--- config.mk ---
export PLATFORM = sky130hd
export DESIGN_NAME = half_adder_sync
export DESIGN_NICKNAME = d
export VERILOG_FILES = /design/src/rtl/half_adder_sync.sv
export SDC_FILE = /design/constraint.sdc
export NUM_CORES = 1
export LEC_CHECK = 0
export ABC_AREA = 1
export ABC_CLOCK_PERIOD_IN_PS = 800
export CORE_AREA = 10 10 47 49
export CTS_CLUSTER_DIAMETER = 120
export DETAILED_ROUTE_END_ITERATION = 12
export DIE_AREA = 0 0 57 59
export PLACE_DENSITY = 0.31
export SYNTH_ARGS = -nofsm -noshare
export SYNTH_HDL_FRONTEND = slang
export SYNTH_SLANG_ARGS = --single-unit
--- constraint.sdc ---
create_clock -name clk -period 0.8 [get_ports clk]
set_input_delay 0.24 -clock clk [delete_from_list [all_inputs] [get_ports clk]]
set_output_delay 0.24 -clock clk [all_outputs]
set_load 0.05 [all_outputs]
--- src/rtl/half_adder_sync.sv ---
`default_nettype none
// ============================================================================
//  Module   : half_adder_sync
//  Purpose  : Bit-wise half adder with independent lanes. Always-live
//             combinational sum/carry, plus main outputs that are either
//             registered with a valid qualifier (REG_OUT=1) or a direct
//             pass-through of the combinational result (REG_OUT=0).
//  Revision : 1.0  initial release
// ============================================================================
module half_adder_sync #(
  parameter int WIDTH   = 1,
  parameter bit REG_OUT = 1'b1
) (
  input  logic             clk,
  input  logic             rst,
  input  logic             in_valid,
  input  logic [WIDTH-1:0] a,
  input  logic [WIDTH-1:0] b,
  output logic [WIDTH-1:0] sum,
  output logic [WIDTH-1:0] carry,
  output logic             out_valid,
  output logic [WIDTH-1:0] sum_comb,
  output logic [WIDTH-1:0] carry_comb
);

  // Lanes never interact, so the whole vector is one XOR and one AND.
  logic [WIDTH-1:0] w_sum;
  logic [WIDTH-1:0] w_carry;

  assign w_sum      = a ^ b;
  assign w_carry    = a & b;
  assign sum_comb   = w_sum;
  assign carry_comb = w_carry;

  generate
    if (REG_OUT) begin : g_reg
      logic [WIDTH-1:0] r_sum;
      logic [WIDTH-1:0] r_carry;
      logic             r_out_valid;

      // Capture on valid, hold data otherwise; valid is a one-cycle pulse
      // per accepted input. Reset clears everything asynchronously.
      always_ff @(posedge clk or posedge rst) begin
        if (rst) begin
          r_sum       <= '0;
          r_carry     <= '0;
          r_out_valid <= 1'b0;
        end else begin
          r_out_valid <= in_valid;
          if (in_valid) begin
            r_sum   <= w_sum;
            r_carry <= w_carry;
          end
        end
      end

      assign sum       = r_sum;
      assign carry     = r_carry;
      assign out_valid = r_out_valid;
    end else begin : g_comb
      // Clock and reset have no function in the combinational build.
      logic w_unused;
      assign w_unused  = clk ^ rst;

      assign sum       = w_sum;
      assign carry     = w_carry;
      assign out_valid = in_valid;
    end
  endgenerate

endmodule
`default_nettype wire

==> reports/results.tsv <==
metric	value	unit
status	finished with violations	
failing checks	setup timing	
Clock Sinks	3	
arrival time worst endpoint	800	ps
Skew-Pair Late Insertion Delay	240	ps
Worst EP required	560	ps
first-pass GRT wire length	662	um
max_slew headroom	0.906	
Post-DRT Antenna Nets	0	
final net count	33	
final setup fails	5	
final period utilization	1.30	
WL/cell	9.76	um
ratio of cells with drive above 1 in the final layout	0.577	
Inserted Clock Buffers	3	
Root Driver	clkbuf_4	
R2R depth	3	
Mapped Avg Cell Area	9.80	um^2
Worst path top cell family by delay	flip-flops	
DRT Wirelength	410	um
Hold Buf Count CTS	0	
crit path time final	1040	ps
area growth from synthesis to layout	183	%
CP max stage cell	dfrtp_2	
WP buf/inv	1	
PwrDens	2020	nW/um^2
critical path capture point type	output pin	
Final Hold Viols	0	
ANT cells	0	
1st-iter DRT viols	0	
routability cong.	0.613	
area of the multi-input gates	47.5	um^2
Yosys reg bits	3	
maximum VDD drop	423	uV
die width	57	um
final instance area	333	um^2
fin. max-slew vios	0	
Via-to-Cell Ratio	3.12	
Place WS	-565	ps
synth warn	0	
vias in the first global route	169	
register area	78.8	um^2
post-synthesis cell count	12	
Die Y	59	um
RR Endpoint	carry	
I/O pin count	10	
Crit Path Class	reg2out	
setup ws final	-241	ps
H-tree Lvls	1	
post-synth cell types	4	
Rows	14	
clock transition at the registers of the reported paths	40	ps
CP Cell Sequence	buf_12	
initial antenna violation count	0	
Slew @ Worst Pin	141	ps
largest net degree at the start of global routing	5	
RSZ-0062 raised after global routing	yes	
R2R setup slack	40	ps
Starting Density	0.0839	
fillers	162	
DRT Pass-1 Iters	1	
die area	3360	um^2
Leak Pwr	0.164	nW
sequential share of the synthesized area	0.638	
CTS tree	done	
Synth Net Count	18	
worst min-delay path class	in2async	
crit path launch type	register	
GR Overflow Total	0	
mapped cell area	118	um^2
GRT Total Usage	0.0311	
clock skew	0	ps
CP max stage delay	410	ps
DP Area	294	um^2
port bufs	9	
Core Region	1400	um^2
Max FO, Critical Path	2	
drt drc	0	
max-cap violations	0	
Vias	131	
Clock Path Buffers	2	
fmax	0.960	GHz
FF-to-FF Start	carry	
cells by family (layout without fill, tap and decap cells):
kind of cell               after synthesis  after routing  share of synthesized area
and+or+nand+nor                          6              6                      0.191
DFF                                      3              3                      0.638
buffers and inverters                    2             16                     0.0639
adders and majority gates                1              1                      0.106
final cells by class:
type	count	area share
inverter	2	0.0226
clock buffer	4	0.0789
sequential	3	0.237
timing repair buffer	10	0.459
tap	16	0.0602
multi-input combinational	7	0.143
layout by cell type (no fill, tap or decap), drive strengths merged:
cell,netlist,layout
dlymetal6s2s,0,1
buf,0,8
nand2,6,6
dfrtp,3,3
ha,1,1
inv,2,2
clkdlybuf4s50,0,1
clkbuf,0,4
report_power, final:
group / total (mW) / leakage [nW] / switching, mW / internal (mW)
registers: 0.181 / 0.0334 / 0.0133 / 0.168
logic: 0.224 / 0.115 / 0.108 / 0.116
clock network: 0.268 / 0.0150 / 0.0808 / 0.187
total: 0.673 / 0.164 / 0.202 / 0.471
sequential cells by signal, summed over array words and instances, names as in the netlist:
name	cells
out_valid	1
carry	1
sum	1
synth_stat cells (all sizes together):
cell type  count  area share
dfrtp          3        0.64
inv            2       0.064
ha             1        0.11
nand2          6        0.19
metal layers:
layer  vias to the layer above  GRT usage  wire (um)
li1                         62          -          -
met1                        53     0.0190        130
met2                        12     0.0279        124
met3                         4     0.0429        121
met4                         0     0.0604         33
met5                         -          0          0
repair_timing:
action / CTS / global route
resized for setup: 10 / 1
buffers inserted: 1 / 0
pin swaps: 1 / 1
setup endpoints to repair: 7 / 7
how the worst max path moves through the flow:
stage | from | end | cells past startpoint
final | sum | sum | 1
after global routing | carry | carry | 1
after CTS | sum | sum | 1
after detailed placement | a | sum_comb | 3
after floorplan | b | sum_comb | 1
after global placement | a | sum_comb | 3
through the flow:
stage	power, mW	hold slack [ps]	cells	setup TNS, ps	util
4_1_cts	0.692	172	42	-996	0.236
3_3_place_gp	0.404	423	37	-1810	0.210
3_5_place_dp	0.405	417	37	-1840	0.210
2_1_floorplan	0.285	-6.32	12	-17.8	-
6_report	0.673	173	42	-962	0.238
5_1_grt	0.720	193	42	-1070	0.238
No activity file was read; power rests on OpenSTA's default activity.
==> patch, RTL diff (same flow settings) <==
Put a register stage on the outputs `sum_comb` and `carry_comb`. The values now appear one clock later. The other outputs are not delayed to match.
--- a/src/rtl/half_adder_sync.sv
+++ b/src/rtl/half_adder_sync.sv
@@ -30,6 +30,8 @@
   assign w_sum      = a ^ b;
   assign w_carry    = a & b;
-  assign sum_comb   = w_sum;
-  assign carry_comb = w_carry;
+  always_ff @(posedge clk) begin
+    sum_comb   <= w_sum;
+    carry_comb <= w_carry;
+  end
 
   generate
Behaviour: not the same (a bounded check fails within 4 cycles, from zero or initial values and one cycle with rst high).
==> patch against the unedited design <==
Fmax down 0.77%. Largest cell class unchanged. Count of clock-buffer cells in the layout did not move. Setup slack worse by 0.0081 ns. Sequential share of layout area up 9.4 points. Die area stayed put. Area after synthesis increased by 34%. Combinational power is 3% lower. Power rose by 20%. Clock power increased by 10%. Sequential cell count is 2 higher. Final area grew 10%. The run still ends with negative setup slack left. Clock skew unchanged. Wire length up 4.6%.
==> patch: results (changes against the unedited design) <==
- Status: finished with violations
- Failing checks: negative setup slack
- CP top delay family: flip-flops
- VDD IR max: 669 uV (+58%)
- Initial antenna violation count: 0 (unchanged)
- Setup ws final: -0.249 ns (-0.00809 ns)
- Final GP Congestion: 0.619 (+0.98%)
- CTS root buffer: clkbuf_4
- R2r setup slk: 0.04 ns (about the same)
- Per-cell routed wire length: 9.53 um (-2.3%)
- Max clock buf depth: 2 (unchanged)
- Largest net degree at the start of global routing: 5 (unchanged)
- GRT Total Usage: 0.0311 (about the same)
- Largest cells by area after synthesis: dfrtp_1 (48%), dfxtp_1 (25%), nand2_1 (14%)
- Fin Setup TNS: -1.03 ns (-0.0705 ns)
- Post-Place Cell Area: 324 um^2 (+10%)
- Mapped Cells: 14 (+2)
- Maximum fanout along the worst path: 2 (unchanged)
- Final non-filler cell total: 45 (+7.1%)
- Worst slew pin tran: 0.139 ns (-0.00158 ns)
- Dpl cells: 39 (+5.4%)
- First-pass GRT wire length: 710 um (+7.3%)
- Post-CTS Resized: 3 (-7)
- N_diodes: 0 (unchanged)
- Setup WS pre-CTS: -0.396 ns (+0.169 ns)
- Post-Syn Nets: 20 (+2)
- Critical Path Sink: sum
- HPWL Detailed: 311 um
- Vias in the first global route: 161 (-4.7%)
- Vias: 143 (+9.2%)
- Setup Skew: 0 ns (unchanged)
- Final setup viols: 5 (unchanged)
- Worst Setup SP: sum$_DFFE_PP0P_
- Slowest stage delay, CP: 0.41 ns (about the same)
- Hold_ws: 0.166 ns (-0.00675 ns)
- 1st-iter DRT viols: 3 (+3)
- Synth cell count leaders: nand2_1 (6), dfrtp_1 (3), dfxtp_1 (2), inv_1 (2), ha_1 (1)
- Lkg Pwr: 0.000176 uW (+7.9%)
- Clock transition at path regs: 0.04 ns (about the same)
- Post-CTS Setup Inserts: 0 (-1)
- Warnings, synthesis: 0 (unchanged)
- Reg-to-reg critical path endpoint: sum$_DFFE_PP0P_
- 1st-pass router iterations: 2 (+1)
- Worst skew pair latency: 0.24 ns (about the same)
- Post-synth cell types: 5 (+1)
- Final nets: 36 (+9.1%)
- Hold crit path type: in2async
- H-tree lvl count: 1 (unchanged)
- Sequential-to-total area share from yosys stat: 0.730 (+0.0919)
- Fraction of registers with async set/reset: 0.600 (-0.400)
- Critical path's slowest cell: dfrtp_2
- Worst reg-to-reg path cell count: 3 (unchanged)
- Filler cells: 159 (-1.9%)
- Share of layout cells above drive strength 1: 0.586 (+0.00928)
patch: changes by cell type after synthesis:
cell,unedited run,this run
dfxtp_1,0,2
patch: logic make-up after synthesis:
kind of cell,Yosys count,share of synthesized area
buffers and inverters,2,0.0476
flip-flops,5,0.730
adder cells (fa/ha/maj),1,0.0794
AND/OR/NAND/NOR,6,0.143
patch: report_power, final:
group | internal [uW] | total, uW | switching, uW
clock | 189 | 295 | 106
sequential | 278 | 297 | 19.4
combinational | 111 | 218 | 107
total | 577 | 809 | 232
patch: final cells by class:
cell class,instances,area (um^2),area share
tap,16,20.0,0.0546
inverter,2,7.51,0.0205
timing repair buffer,11,151,0.413
sequential,5,121,0.331
clock buffer,4,26.3,0.0717
multi-input combinational,7,40.0,0.109
patch: per-layer routing:
layer / global-route usage / routed length [um] / up-vias
li1: - / - / 71
met1: 0.0344 / 223 / 60
met2: 0.0233 / 118 / 12
met3: 0.0408 / 86 / 0
met4: 0.0302 / 0 / 0
met5: 0 / 0 / -
